File: config.mk
export PLATFORM = sky130hd
export DESIGN_NAME = vga_axil_slave_flat
export DESIGN_NICKNAME = d
export VERILOG_FILES = /design/src/rtl/vga_axil_slave_pkg.sv /design/src/rtl/vga_axil_slave_if.sv /design/src/rtl/vga_axil_slave.sv /design/src/flat_wrapper.sv
export SDC_FILE = /design/constraint.sdc
export NUM_CORES = 1
export LEC_CHECK = 0
export CAP_MARGIN = 20
export CORE_ASPECT_RATIO = 0.7
export CORE_MARGIN = 2
export CORE_UTILIZATION = 48
export DETAILED_ROUTE_END_ITERATION = 6
export DONT_BUFFER_PORTS = 1
export GPL_TIMING_DRIVEN = 1
export PLACE_DENSITY = 0.65
export REMOVE_ABC_BUFFERS = 1
export SYNTH_ARGS = -nofsm -noshare
export SYNTH_HDL_FRONTEND = slang
export SYNTH_SLANG_ARGS = --single-unit
File: constraint.sdc
create_clock -name clk_i -period 2.1 [get_ports clk_i]
set_clock_uncertainty 0.2 [all_clocks]
set_input_delay 0.525 -clock clk_i [delete_from_list [all_inputs] [get_ports clk_i]]
set_output_delay 0.525 -clock clk_i [all_outputs]
set_load 0.03 [all_outputs]
File: src/rtl/vga_axil_slave_pkg.sv
// Shared constants, FSM state types and address-map helpers for the
// VGA AXI-lite slave.
package vga_axil_slave_pkg;

  localparam logic [1:0]  RESP_OKAY   = 2'b00;
  localparam logic [1:0]  RESP_SLVERR = 2'b10;

  localparam int unsigned BUF_BASE    = 4096;
  localparam int unsigned BUF_LIMIT   = 6496;

  typedef enum logic [1:0] {W_IDLE, W_COLLECT, W_RESP} w_state_t;
  typedef enum logic [1:0] {R_IDLE, R_WAIT, R_RESP}    r_state_t;

  // Font region: below the text buffer, write-only.
  function automatic logic is_font(input logic [31:0] addr);
    return addr < BUF_BASE;
  endfunction

  // Text buffer region: readable and writable.
  function automatic logic is_buf(input logic [31:0] addr);
    return (addr >= BUF_BASE) && (addr < BUF_LIMIT);
  endfunction

endpackage

File: src/rtl/vga_axil_slave_if.sv
// AXI-lite bus seen by the VGA slave; signal names match the legacy flat ports.
interface vga_axil_slave_if #(
  parameter int unsigned C_AXI_DATA_WIDTH = 32,
  parameter int unsigned C_AXI_ADDR_WIDTH = 13
);
  logic                            s_axil_awvalid_i;
  logic                            s_axil_awready_o;
  logic [C_AXI_ADDR_WIDTH-1:0]     s_axil_awaddr_i;
  logic                            s_axil_wvalid_i;
  logic                            s_axil_wready_o;
  logic [C_AXI_DATA_WIDTH-1:0]     s_axil_wdata_i;
  logic [C_AXI_DATA_WIDTH/8-1:0]   s_axil_wstrb_i;
  logic                            s_axil_bvalid_o;
  logic                            s_axil_bready_i;
  logic [1:0]                      s_axil_bresp_o;
  logic                            s_axil_arvalid_i;
  logic                            s_axil_arready_o;
  logic [C_AXI_ADDR_WIDTH-1:0]     s_axil_araddr_i;
  logic                            s_axil_rvalid_o;
  logic                            s_axil_rready_i;
  logic [C_AXI_DATA_WIDTH-1:0]     s_axil_rdata_o;
  logic [1:0]                      s_axil_rresp_o;

  modport slave (
    input  s_axil_awvalid_i, s_axil_awaddr_i, s_axil_wvalid_i, s_axil_wdata_i,
           s_axil_wstrb_i, s_axil_bready_i, s_axil_arvalid_i, s_axil_araddr_i,
           s_axil_rready_i,
    output s_axil_awready_o, s_axil_wready_o, s_axil_bvalid_o, s_axil_bresp_o,
           s_axil_arready_o, s_axil_rvalid_o, s_axil_rdata_o, s_axil_rresp_o
  );

  modport master (
    output s_axil_awvalid_i, s_axil_awaddr_i, s_axil_wvalid_i, s_axil_wdata_i,
           s_axil_wstrb_i, s_axil_bready_i, s_axil_arvalid_i, s_axil_araddr_i,
           s_axil_rready_i,
    input  s_axil_awready_o, s_axil_wready_o, s_axil_bvalid_o, s_axil_bresp_o,
           s_axil_arready_o, s_axil_rvalid_o, s_axil_rdata_o, s_axil_rresp_o
  );
endinterface

File: src/rtl/vga_axil_slave.sv
// AXI-lite slave bridging to the VGA display core: font/text-buffer writes
// become one-cycle commit pulses, text-buffer reads issue a request and
// capture the buffer data after RD_LATENCY cycles.
module vga_axil_slave
  import vga_axil_slave_pkg::*;
#(
  parameter int unsigned C_AXI_DATA_WIDTH = 32,
  parameter int unsigned C_AXI_ADDR_WIDTH = 13,
  parameter int unsigned RD_LATENCY       = 2
) (
  input  logic                          clk_i,
  input  logic                          rst_i,
  vga_axil_slave_if.slave               s_axil,
  output logic                          axil_wready_o,
  output logic [C_AXI_ADDR_WIDTH-1:0]   axil_waddr_o,
  output logic [C_AXI_DATA_WIDTH-1:0]   axil_wdata_o,
  output logic [C_AXI_DATA_WIDTH/8-1:0] axil_wstrb_o,
  output logic                          axil_rreq_o,
  output logic [C_AXI_ADDR_WIDTH-1:0]   axil_raddr_o,
  input  logic [C_AXI_DATA_WIDTH-1:0]   axil_rdata_i
);

  localparam int unsigned STRB_W = C_AXI_DATA_WIDTH / 8;
  localparam int unsigned CNT_W  = (RD_LATENCY > 1) ? $clog2(RD_LATENCY) : 1;

  w_state_t                    w_state;
  r_state_t                    r_state;

  logic                        aw_held, w_held;
  logic [C_AXI_ADDR_WIDTH-1:0] awaddr_q;
  logic [C_AXI_DATA_WIDTH-1:0] wdata_q;
  logic [STRB_W-1:0]           wstrb_q;

  logic                        aw_hs, w_hs, aw_done, w_done, wr_ok, wr_commit;
  logic [C_AXI_ADDR_WIDTH-1:0] cur_awaddr;
  logic [C_AXI_DATA_WIDTH-1:0] cur_wdata;
  logic [STRB_W-1:0]           cur_wstrb;

  logic                        ar_hs, rreq_pending;
  logic [C_AXI_ADDR_WIDTH-1:0] araddr_q;
  logic [CNT_W-1:0]            lat_cnt;

  // Merge held and freshly handshaken write halves; flag a commit due this edge.
  always_comb begin
    aw_hs      = s_axil.s_axil_awvalid_i & s_axil.s_axil_awready_o;
    w_hs       = s_axil.s_axil_wvalid_i  & s_axil.s_axil_wready_o;
    aw_done    = aw_held | aw_hs;
    w_done     = w_held  | w_hs;
    cur_awaddr = aw_held ? awaddr_q : s_axil.s_axil_awaddr_i;
    cur_wdata  = w_held  ? wdata_q  : s_axil.s_axil_wdata_i;
    cur_wstrb  = w_held  ? wstrb_q  : s_axil.s_axil_wstrb_i;
    wr_ok      = is_font(32'(cur_awaddr)) | is_buf(32'(cur_awaddr));
    wr_commit  = (w_state != W_RESP) && aw_done && w_done && wr_ok;
    ar_hs      = s_axil.s_axil_arvalid_i & s_axil.s_axil_arready_o;
  end

  // Write FSM: collect AW and W independently, commit once, hold B until bready.
  always_ff @(posedge clk_i) begin
    if (rst_i) begin
      w_state                 <= W_IDLE;
      aw_held                 <= 1'b0;
      w_held                  <= 1'b0;
      awaddr_q                <= '0;
      wdata_q                 <= '0;
      wstrb_q                 <= '0;
      s_axil.s_axil_awready_o <= 1'b1;
      s_axil.s_axil_wready_o  <= 1'b1;
      s_axil.s_axil_bvalid_o  <= 1'b0;
      s_axil.s_axil_bresp_o   <= RESP_OKAY;
      axil_wready_o           <= 1'b0;
      axil_waddr_o            <= '0;
      axil_wdata_o            <= '0;
      axil_wstrb_o            <= '0;
    end else begin
      axil_wready_o <= 1'b0;
      case (w_state)
        W_IDLE, W_COLLECT: begin
          if (aw_hs) begin
            aw_held                 <= 1'b1;
            awaddr_q                <= s_axil.s_axil_awaddr_i;
            s_axil.s_axil_awready_o <= 1'b0;
          end
          if (w_hs) begin
            w_held                 <= 1'b1;
            wdata_q                <= s_axil.s_axil_wdata_i;
            wstrb_q                <= s_axil.s_axil_wstrb_i;
            s_axil.s_axil_wready_o <= 1'b0;
          end
          if (aw_done && w_done) begin
            w_state                <= W_RESP;
            s_axil.s_axil_bvalid_o <= 1'b1;
            s_axil.s_axil_bresp_o  <= wr_ok ? RESP_OKAY : RESP_SLVERR;
            if (wr_ok) begin
              axil_wready_o <= 1'b1;
              axil_waddr_o  <= cur_awaddr;
              axil_wdata_o  <= cur_wdata;
              axil_wstrb_o  <= cur_wstrb;
            end
          end else if (aw_done || w_done) begin
            w_state <= W_COLLECT;
          end
        end
        W_RESP: begin
          if (s_axil.s_axil_bready_i) begin
            w_state                 <= W_IDLE;
            aw_held                 <= 1'b0;
            w_held                  <= 1'b0;
            s_axil.s_axil_bvalid_o  <= 1'b0;
            s_axil.s_axil_awready_o <= 1'b1;
            s_axil.s_axil_wready_o  <= 1'b1;
          end
        end
        default: w_state <= W_IDLE;
      endcase
    end
  end

  // Read FSM: buffer reads request and wait RD_LATENCY cycles (the request
  // cycle counts as the first); a request that would land on a commit pulse
  // is held one cycle in R_WAIT so it sees the written data.
  always_ff @(posedge clk_i) begin
    if (rst_i) begin
      r_state                 <= R_IDLE;
      rreq_pending            <= 1'b0;
      araddr_q                <= '0;
      lat_cnt                 <= '0;
      s_axil.s_axil_arready_o <= 1'b1;
      s_axil.s_axil_rvalid_o  <= 1'b0;
      s_axil.s_axil_rdata_o   <= '0;
      s_axil.s_axil_rresp_o   <= RESP_OKAY;
      axil_rreq_o             <= 1'b0;
      axil_raddr_o            <= '0;
    end else begin
      axil_rreq_o <= 1'b0;
      case (r_state)
        R_IDLE: begin
          if (ar_hs) begin
            s_axil.s_axil_arready_o <= 1'b0;
            araddr_q                <= s_axil.s_axil_araddr_i;
            if (is_buf(32'(s_axil.s_axil_araddr_i))) begin
              r_state      <= R_WAIT;
              lat_cnt      <= '0;
              rreq_pending <= wr_commit;
              axil_rreq_o  <= ~wr_commit;
              axil_raddr_o <= s_axil.s_axil_araddr_i;
            end else begin
              r_state                <= R_RESP;
              s_axil.s_axil_rvalid_o <= 1'b1;
              s_axil.s_axil_rdata_o  <= '0;
              s_axil.s_axil_rresp_o  <= RESP_SLVERR;
            end
          end
        end
        R_WAIT: begin
          if (rreq_pending) begin
            if (!wr_commit) begin
              rreq_pending <= 1'b0;
              axil_rreq_o  <= 1'b1;
              axil_raddr_o <= araddr_q;
              lat_cnt      <= '0;
            end
          end else if (lat_cnt == CNT_W'(RD_LATENCY - 1)) begin
            r_state                <= R_RESP;
            s_axil.s_axil_rvalid_o <= 1'b1;
            s_axil.s_axil_rdata_o  <= axil_rdata_i;
            s_axil.s_axil_rresp_o  <= RESP_OKAY;
          end else begin
            lat_cnt <= lat_cnt + CNT_W'(1);
          end
        end
        R_RESP: begin
          if (s_axil.s_axil_rready_i) begin
            r_state                 <= R_IDLE;
            s_axil.s_axil_rvalid_o  <= 1'b0;
            s_axil.s_axil_arready_o <= 1'b1;
          end
        end
        default: r_state <= R_IDLE;
      endcase
    end
  end

endmodule

File: src/flat_wrapper.sv
// flat-port wrapper written by rule: the top's interface ports become plain ports
module vga_axil_slave_flat import vga_axil_slave_pkg::*;
#(
  parameter int unsigned C_AXI_DATA_WIDTH = 32,
  parameter int unsigned C_AXI_ADDR_WIDTH = 13,
  parameter int unsigned RD_LATENCY       = 2
)
  (clk_i, rst_i, axil_wready_o, axil_waddr_o, axil_wdata_o, axil_wstrb_o, axil_rreq_o, axil_raddr_o, axil_rdata_i, s_axil_s_axil_awvalid_i, s_axil_s_axil_awaddr_i, s_axil_s_axil_wvalid_i, s_axil_s_axil_wdata_i, s_axil_s_axil_wstrb_i, s_axil_s_axil_bready_i, s_axil_s_axil_arvalid_i, s_axil_s_axil_araddr_i, s_axil_s_axil_rready_i, s_axil_s_axil_awready_o, s_axil_s_axil_wready_o, s_axil_s_axil_bvalid_o, s_axil_s_axil_bresp_o, s_axil_s_axil_arready_o, s_axil_s_axil_rvalid_o, s_axil_s_axil_rdata_o, s_axil_s_axil_rresp_o);
  vga_axil_slave_if #(.C_AXI_DATA_WIDTH(C_AXI_DATA_WIDTH), .C_AXI_ADDR_WIDTH(C_AXI_ADDR_WIDTH)) s_axil_i ();
  input  logic clk_i;
  input  logic rst_i;
  output logic axil_wready_o;
  output logic [C_AXI_ADDR_WIDTH-1:0] axil_waddr_o;
  output logic [C_AXI_DATA_WIDTH-1:0] axil_wdata_o;
  output logic [C_AXI_DATA_WIDTH/8-1:0] axil_wstrb_o;
  output logic axil_rreq_o;
  output logic [C_AXI_ADDR_WIDTH-1:0] axil_raddr_o;
  input  logic [C_AXI_DATA_WIDTH-1:0] axil_rdata_i;
  input wire logic [$bits(s_axil_i.s_axil_awvalid_i)-1:0] s_axil_s_axil_awvalid_i;
  input wire logic [$bits(s_axil_i.s_axil_awaddr_i)-1:0] s_axil_s_axil_awaddr_i;
  input wire logic [$bits(s_axil_i.s_axil_wvalid_i)-1:0] s_axil_s_axil_wvalid_i;
  input wire logic [$bits(s_axil_i.s_axil_wdata_i)-1:0] s_axil_s_axil_wdata_i;
  input wire logic [$bits(s_axil_i.s_axil_wstrb_i)-1:0] s_axil_s_axil_wstrb_i;
  input wire logic [$bits(s_axil_i.s_axil_bready_i)-1:0] s_axil_s_axil_bready_i;
  input wire logic [$bits(s_axil_i.s_axil_arvalid_i)-1:0] s_axil_s_axil_arvalid_i;
  input wire logic [$bits(s_axil_i.s_axil_araddr_i)-1:0] s_axil_s_axil_araddr_i;
  input wire logic [$bits(s_axil_i.s_axil_rready_i)-1:0] s_axil_s_axil_rready_i;
  output wire logic [$bits(s_axil_i.s_axil_awready_o)-1:0] s_axil_s_axil_awready_o;
  output wire logic [$bits(s_axil_i.s_axil_wready_o)-1:0] s_axil_s_axil_wready_o;
  output wire logic [$bits(s_axil_i.s_axil_bvalid_o)-1:0] s_axil_s_axil_bvalid_o;
  output wire logic [$bits(s_axil_i.s_axil_bresp_o)-1:0] s_axil_s_axil_bresp_o;
  output wire logic [$bits(s_axil_i.s_axil_arready_o)-1:0] s_axil_s_axil_arready_o;
  output wire logic [$bits(s_axil_i.s_axil_rvalid_o)-1:0] s_axil_s_axil_rvalid_o;
  output wire logic [$bits(s_axil_i.s_axil_rdata_o)-1:0] s_axil_s_axil_rdata_o;
  output wire logic [$bits(s_axil_i.s_axil_rresp_o)-1:0] s_axil_s_axil_rresp_o;
  assign s_axil_i.s_axil_awvalid_i = s_axil_s_axil_awvalid_i;
  assign s_axil_i.s_axil_awaddr_i = s_axil_s_axil_awaddr_i;
  assign s_axil_i.s_axil_wvalid_i = s_axil_s_axil_wvalid_i;
  assign s_axil_i.s_axil_wdata_i = s_axil_s_axil_wdata_i;
  assign s_axil_i.s_axil_wstrb_i = s_axil_s_axil_wstrb_i;
  assign s_axil_i.s_axil_bready_i = s_axil_s_axil_bready_i;
  assign s_axil_i.s_axil_arvalid_i = s_axil_s_axil_arvalid_i;
  assign s_axil_i.s_axil_araddr_i = s_axil_s_axil_araddr_i;
  assign s_axil_i.s_axil_rready_i = s_axil_s_axil_rready_i;
  assign s_axil_s_axil_awready_o = s_axil_i.s_axil_awready_o;
  assign s_axil_s_axil_wready_o = s_axil_i.s_axil_wready_o;
  assign s_axil_s_axil_bvalid_o = s_axil_i.s_axil_bvalid_o;
  assign s_axil_s_axil_bresp_o = s_axil_i.s_axil_bresp_o;
  assign s_axil_s_axil_arready_o = s_axil_i.s_axil_arready_o;
  assign s_axil_s_axil_rvalid_o = s_axil_i.s_axil_rvalid_o;
  assign s_axil_s_axil_rdata_o = s_axil_i.s_axil_rdata_o;
  assign s_axil_s_axil_rresp_o = s_axil_i.s_axil_rresp_o;
  vga_axil_slave #(.C_AXI_DATA_WIDTH(C_AXI_DATA_WIDTH), .C_AXI_ADDR_WIDTH(C_AXI_ADDR_WIDTH), .RD_LATENCY(RD_LATENCY)) u_core (.clk_i(clk_i), .rst_i(rst_i), .s_axil(s_axil_i), .axil_wready_o(axil_wready_o), .axil_waddr_o(axil_waddr_o), .axil_wdata_o(axil_wdata_o), .axil_wstrb_o(axil_wstrb_o), .axil_rreq_o(axil_rreq_o), .axil_raddr_o(axil_raddr_o), .axil_rdata_i(axil_rdata_i));
endmodule
==> results of run 1 <==
==> per-stage QoR <==
stage | instance area (sq um) | total power, uW | hold WS [ps] | std cells
finish | 8380 | 9340 | 28.3 | 983
global route | 8380 | 9770 | 1.47 | 983
CTS | 8190 | 9270 | -40.5 | 976
detailed placement | 7370 | 6190 | 242 | 928
global placement | 7370 | 6120 | 235 | 928
floorplan | 6680 | 5500 | 230 | 695
==> timing repair <==
item | 4_1_cts | 5_1_grt
cloned | 1 | 1
setup buffers | 8 | 3
endpoints found under the setup margin | 65 | 91
hold buffers | 9 | 3
hold endpoints to repair | 87 | 54
pin swaps | 3 | 12
resized for setup | 21 | 19
==> worst paths after layout <==
path	start	endpoint	cells after the start
max	u_core.aw_held$_SDFFE_PP0P_	u_core.axil_raddr_o[5]$_SDFFE_PP0P_	6
min	axil_rdata_i[18]	u_core.s_axil.s_axil_rdata_o[18]$_SDFFE_PP0P_	1
max reg2reg	u_core.aw_held$_SDFFE_PP0P_	u_core.axil_raddr_o[5]$_SDFFE_PP0P_	6
min reg2reg	u_core.wdata_q[19]$_SDFFE_PP0P_	u_core.wdata_q[19]$_SDFFE_PP0P_	2
==> registers in the layout (all words and copies together) (netlist names), 4 cells and up <==
| signal | count |
|---|---|
| u_core.axil_wdata_o | 32 |
| u_core.s_axil.s_axil_rdata_o | 32 |
| u_core.wdata_q | 32 |
| u_core.araddr_q | 13 |
| u_core.awaddr_q | 13 |
| u_core.axil_raddr_o | 13 |
| u_core.axil_waddr_o | 13 |
| u_core.axil_wstrb_o | 4 |
| u_core.wstrb_q | 4 |
==> cell type report <==
type | instances | share of cell area [%]
clock inverters | 12 | 1.49
flip-flops and latches | 173 | 41.4
inverters | 6 | 0.269
repair buffers | 67 | 8.06
well taps | 190 | 2.84
multi-input cells | 517 | 40.8
clock buffers | 18 | 5.12
==> worst max-delay path, delay by kind of cell (launching register included) <==
kind            cells  cell delay [ps]
compound gates      3              810
simple gates        1              170
buf+inv             1              170
mux                 1              340
flops               1              390
==> cells in the mapped netlist (2+ instances only) <==
cell / count / area (sq um)
sky130_fd_sc_hd__a21oi_1: 126 / 631
sky130_fd_sc_hd__nor2_1: 27 / 101
sky130_fd_sc_hd__a2111oi_2: 9 / 135
sky130_fd_sc_hd__and2_1: 2 / 12.5
sky130_fd_sc_hd__buf_2: 6 / 30.0
sky130_fd_sc_hd__a211oi_1: 63 / 473
sky130_fd_sc_hd__nand2b_1: 3 / 18.8
sky130_fd_sc_hd__nor2b_1: 4 / 25.0
sky130_fd_sc_hd__buf_4: 3 / 22.5
sky130_fd_sc_hd__dfxtp_1: 173 / 3460
sky130_fd_sc_hd__a2111oi_0: 4 / 35.0
sky130_fd_sc_hd__mux2i_1: 64 / 641
sky130_fd_sc_hd__a31oi_1: 2 / 12.5
sky130_fd_sc_hd__inv_1: 6 / 22.5
sky130_fd_sc_hd__o211ai_1: 3 / 22.5
sky130_fd_sc_hd__clkbuf_1: 52 / 195
sky130_fd_sc_hd__nand3_1: 2 / 10.0
sky130_fd_sc_hd__nand2_1: 141 / 529
sky130_fd_sc_hd__a221oi_1: 2 / 17.5
sky130_fd_sc_hd__nor3_1: 2 / 10.0
sky130_fd_sc_hd__a22o_1: 32 / 280
sky130_fd_sc_hd__o21a_1: 3 / 22.5
sky130_fd_sc_hd__o21ai_0: 3 / 15.0
sky130_fd_sc_hd__buf_1: 4 / 15.0
sky130_fd_sc_hd__ha_1: 3 / 37.5
sky130_fd_sc_hd__or2_2: 5 / 31.3
==> metal layers <==
layer / wire length [microns] / part of all wire (%) / track usage [%]
met5: 0 / 0 / 0
met4: 225 / 1.2 / 6.46
met3: 2160 / 11 / 10.6
met2: 8780 / 46 / 37.8
met1: 7800 / 41 / 28.1
==> cells by family after synthesis <==
| kind of cell | share of synthesized area, % |
|---|---|
| AOI/OAI and AO/OA | 24.8 |
| and+or+nand+nor | 11.3 |
| DFF | 49.8 |
| buffers and inverters | 4.27 |
| muxes | 9.22 |
| adders and majority gates | 0.540 |
| other | 0.0540 |
==> power by group <==
| group | internal, uW | total [uW] | switching (uW) | leakage [uW] |
|---|---|---|---|---|
| combinational | 864 | 2010 | 1150 | 0.00137 |
| clock | 1730 | 2980 | 1250 | 0.000267 |
| sequential | 3660 | 4340 | 679 | 0.00142 |
==> impl_metrics.tcl, run 1 <==
set metrics [dict create \
    outcome "finished with violations" \
    worst_hold_path_type "input port to register" \
    failed_checks "DRC, setup timing" \
    die_h_microns 105 \
    clock_path_buffers 2 \
    slew_violations 0 \
    drt.antenna.violating_nets 0 \
    cp_slowest_cell "sky130_fd_sc_hd__a2111o_1" \
    finalCoreUtilization_pct 59.8 \
    finish.net_count 886 \
    start_kind "register" \
    clock_buffers_created_by_tritoncts 17 \
    worst-endpoint-arrival_ps 2310 \
    part_of_the_yosys_area_used_for_sequential_elements_pct 49.8 \
    die-area_sq_mm 0.0155 \
    first_global_vias 5585 \
    setup.worst_path.end_class "register" \
    antenna_cells 0 \
    wirelength_mm 19.0 \
    layout_worst_path_cycle_share_pct 104 \
    setup_tns_ps -560 \
    floorplan.core_area_sq_mm 0.0140 \
    multiInputGateArea_sq_mm 0.00342 \
    worst_ep_required_time_ps 2210 \
    route.detailed.vias_per_inst 5.87 \
    cts_htree_levels 4 \
    worst_skew_pair.late_latency_ps 420 \
    drcViolationCount 2 \
    worst_slew_pin_slew_ps 825 \
    fillerInstances 1171 \
    final_layout_size_suffix_gt1_share_pct 16.6 \
    grt_setup_unrepaired "true" \
    hpwlAfterDp_mm 11.6 \
    cts_num_sinks 173 \
    final_hold_viol_count 0 \
    worst_path_maximum_fanout 6 \
    p_leak_uw 0.00305 \
    synth-async-reset-ratio_pct 0 \
    design.portCount 206 \
    slowest_delay_ps 450 \
    layout_commonest_cell "sky130_fd_sc_hd__dfxtp_1" \
    synth-seq-cells 173 \
    grt_max_degree 141 \
    dp_worst_setup_slack_ps -204 \
    timing_worst_setup_path_type "register to register" \
    max_freq_mhz 456 \
    synth-warning-count 0 \
    synth_edf_count 0 \
    post_synth_inst_count 760 \
    syn_area_per_cell_sq_um 9.14 \
    ir_worst_vdd_mv 0.549 \
    cts_root_buf "sky130_fd_sc_hd__clkbuf_16" \
    timing.max_slew.rel_slack_pct 45.0 \
    floorplan.die.width_microns 148 \
    dr_total_vias 5767 \
    tritoncts "built" \
    syn_to_final_growth_pct 20.6 \
    total_iterations_of_the_first_detailed_routing_run 7 \
    final-setup-viol-count 11 \
    layout.cells.most_common_list "170 x sky130_fd_sc_hd__dfxtp_1, 140 x sky130_fd_sc_hd__nand2_1, 123 x sky130_fd_sc_hd__a21oi_1" \
    cp_cell_sequence "mux2i_2 -> a311oi_4 -> a2111o_1 -> buf_4 -> and2_4 -> a2111oi_2" \
    place_congestion 0.867 \
    worst-r2r-setup-slack_ps -90 \
    grt_antenna_before_repair 0 \
    timing.final.crit_period_ps 2190 \
    finalWorstSetupSlack_ps -91.3 \
    overflow 0 \
    yosysUniqueCellTypes 42 \
    power_density_mw_per_mm2 1110 \
    yosys_most_used_dff "sky130_fd_sc_hd__dfxtp_1" \
    seq_area_sq_mm 0.00347 \
    drtIter0Drc 398 \
    avgRoutedWirePerCell_microns 19.3 \
    floorplan.rows 36 \
    wire_length_of_the_first_global_routing_pass_mm 29.0 \
    maxCapViolCount 0 \
    placement.io_buffers 0 \
    mappedNetlistArea_sq_mm 0.00695 \
    initial_core_util_pct 49.6 \
    clk_pin_slew_worst_paths_ps 60 \
    grtUsageTotal_pct 23.3 \
]
No activity file was read; power rests on OpenSTA's default activity.
==> run 2, diff against run 1 <==
--- a/config.mk
+++ b/config.mk
@@ -12,7 +12,6 @@
 export DETAILED_ROUTE_END_ITERATION = 6
 export DONT_BUFFER_PORTS = 1
 export GPL_TIMING_DRIVEN = 1
-export PLACE_DENSITY = 0.65
 export REMOVE_ABC_BUFFERS = 1
 export SYNTH_ARGS = -nofsm -noshare
 export SYNTH_HDL_FRONTEND = slang
==> constraint.sdc (replaced) <==
create_clock -name clk_i -period 2.3 [get_ports clk_i]
set_clock_uncertainty 0.2 [all_clocks]
set_input_delay 0.575 -clock clk_i [delete_from_list [all_inputs] [get_ports clk_i]]
set_output_delay 0.575 -clock clk_i [all_outputs]
set_load 0.03 [all_outputs]
==> impl_metrics.tcl, run 2 (synthesis results as in run 1) <==
set metrics [dict create \
    dr_total_vias 5559 \
    final_layout_size_suffix_gt1_share_pct 14.1 \
    clockPowerShare_pct 32.9 \
    cpLargestDelayFamily "compound AO/OA/AOI/OAI gates" \
    tritoncts "built" \
    place_congestion 0.863 \
    layout_commonest_cell "sky130_fd_sc_hd__dfxtp_1" \
    clock_path_buffers 2 \
    drt.antenna.violating_nets 0 \
    cts_htree_levels 4 \
    grt_antenna_before_repair 0 \
    multiInputGateArea_sq_mm 0.00333 \
    wire_length_of_the_first_global_routing_pass_mm 27.9 \
    p_leak_uw 0.00286 \
    clk_pin_slew_worst_paths_ps 70 \
    finalWorstSetupSlack_ps 104 \
    start_kind "register" \
    cp_slowest_cell "sky130_fd_sc_hd__a2111o_1" \
    timing.final.crit_period_ps 2200 \
    grt_max_degree 141 \
    die-area_sq_mm 0.0155 \
    layout_worst_path_cycle_share_pct 95.5 \
    fillerInstances 1200 \
    cts_num_sinks 173 \
    avgRoutedWirePerCell_microns 18.9 \
    dpl.cell_count 921 \
    seqPwrFrac_pct 47.1 \
    grt_setup_unrepaired "true" \
    worst-r2r-cell-count 7 \
    largest_registers "u_core.axil_wdata_o (32), u_core.s_axil.s_axil_rdata_o (32), u_core.wdata_q (32)" \
    clock_buffers_created_by_tritoncts 17 \
    drtIter0Drc 375 \
    worst_hold_path_type "input port to register" \
    cellInternalPower_uw 5590 \
    syn_to_final_growth_pct 15.6 \
    critical_path_depth 7 \
    worst_slew_pin_slew_ps 804 \
    maxCapViolCount 0 \
    design.portCount 206 \
    timing.critical_path.buf_inv 2 \
    floorplan.die.width_microns 148 \
    outcome "complete, no violations" \
    dp_worst_setup_slack_ps -141 \
    placement.io_buffers 0 \
    timing_worst_setup_path_type "register to register" \
    floorplan.core_area_sq_mm 0.0140 \
    switch_pwr_uw 2790 \
    slew_violations 0 \
    timing.max_slew.rel_slack_pct 46.4 \
    power_density_mw_per_mm2 1040 \
    first_global_vias 5274 \
    drcViolationCount 0 \
    total_iterations_of_the_first_detailed_routing_run 7 \
    antenna_cells 0 \
    final_hold_viol_count 0 \
    floorplan.rows 36 \
    worst_ep_required_time_ps 2410 \
    critical_path.endpoint "u_core.axil_raddr_o[1]$_SDFFE_PP0P_" \
    seq_area_sq_mm 0.00347 \
    route.detailed.vias_per_inst 5.80 \
    worst-endpoint-arrival_ps 2310 \
    slowest_delay_ps 460 \
    worst_skew_pair.late_latency_ps 410 \
    layout.cells.most_common_list "171 x sky130_fd_sc_hd__dfxtp_1, 140 x sky130_fd_sc_hd__nand2_1, 125 x sky130_fd_sc_hd__a21oi_1" \
    max_freq_mhz 455 \
    initial_core_util_pct 49.6 \
    cp_cell_sequence "buf_6 -> buf_6 -> nand3_1 -> nand2_2 -> a2111o_1 -> and2_4 -> a2111oi_2" \
    worst-r2r-setup-slack_ps 100 \
    cts_root_buf "sky130_fd_sc_hd__clkbuf_16" \
    timing.critical_path.from "u_core.aw_held$_SDFFE_PP0P_" \
    timing.rr.start "u_core.aw_held$_SDFFE_PP0P_" \
    setup.worst_path.end_class "register" \
    final_non_filler_cell_total 958 \
    share_of_power_burned_in_combinational_logic_pct 20.0 \
    hpwlAfterDp_mm 11.6 \
    worst_path_maximum_fanout 8 \
    power.share.switching_pct 33.3 \
    die_h_microns 105 \
    timing.critical_path.mode_cell "sky130_fd_sc_hd__buf_6" \
    grtUsageTotal_pct 22.5 \
    final-setup-viol-count 0 \
    overflow 0 \
    ir_worst_vdd_mv 0.711 \
    finish.net_count 859 \
    wirelength_mm 18.1 \
    r2r_end "u_core.axil_raddr_o[1]$_SDFFE_PP0P_" \
]
-- run 2: what timing repair did --
action	CTS	global route
cloned	0	2
hold buffers	0	1
setup buffers	0	2
resized for setup	4	22
endpoints found under the hold margin	0	5
pin swaps	3	5
setup endpoints to repair	3	13
-- run 2: worst min-delay path by stage --
stage	end	depth (start not counted)	startpoint	slack (ps)
floorplan	u_core.araddr_q[0]$_SDFFE_PP0P_	2	u_core.araddr_q[0]$_SDFFE_PP0P_	230
global placement	u_core.wdata_q[10]$_SDFFE_PP0P_	2	u_core.wdata_q[10]$_SDFFE_PP0P_	240
detailed placement	u_core.wdata_q[11]$_SDFFE_PP0P_	2	u_core.wdata_q[11]$_SDFFE_PP0P_	240
CTS	u_core.wdata_q[24]$_SDFFE_PP0P_	1	rst_i	7
global route	u_core.axil_wdata_o[24]$_SDFFE_PP0P_	1	rst_i	9
finish	u_core.axil_wdata_o[24]$_SDFFE_PP0P_	1	rst_i	40
-- run 2: cell type report --
type / instances / area share (%)
Sequential cell: 173 / 43.2
Timing Repair Buffer: 40 / 4.95
Tap cell: 190 / 2.96
Clock buffer: 20 / 5.68
Clock inverter: 12 / 1.42
Inverter: 6 / 0.327
Multi-Input combinational cell: 517 / 41.5
-- run 2: power groups by stage --
stage	registers (uW)	logic [uW]	clock network [uW]
2_1_floorplan	4000	1020	0
3_3_place_gp	4000	1530	0
3_5_place_dp	4010	1590	0
4_1_cts	3950	1610	2820
5_1_grt	3980	1870	2940
6_report	3950	1680	2760
-- run 2: routing by layer --
layer	up-vias	GRT usage (%)	routed length (microns)
li1	2708	-	-
met1	2631	28.9	7740
met2	209	34.5	8330
met3	11	10.3	1910
met4	0	5.71	156
met5	-	0	0
-- run 2: stage by stage --
stage | cell area, sq um | hold WS (ps) | utilization, % | setup TNS, ps | power [uW]
detailed placement | 7290 | 240 | 52.0 | -870 | 5600
floorplan | 6680 | 230 | - | -184420 | 5030
global route | 8040 | 9.25 | 57.4 | -8.44 | 8790
CTS | 7870 | 6.63 | 56.1 | 0 | 8370
global placement | 7290 | 235 | 52.0 | -862 | 5540
finish | 8040 | 35.7 | 57.4 | 0 | 8380
-- run 2: worst register-to-register path, delay by kind of cell, from the launching register on --
kind / cells / cell delay, ps
AOI/OAI and AO/OA: 2 / 770
and+or+nand+nor: 3 / 480
DFF: 1 / 360
buffers and inverters: 2 / 280
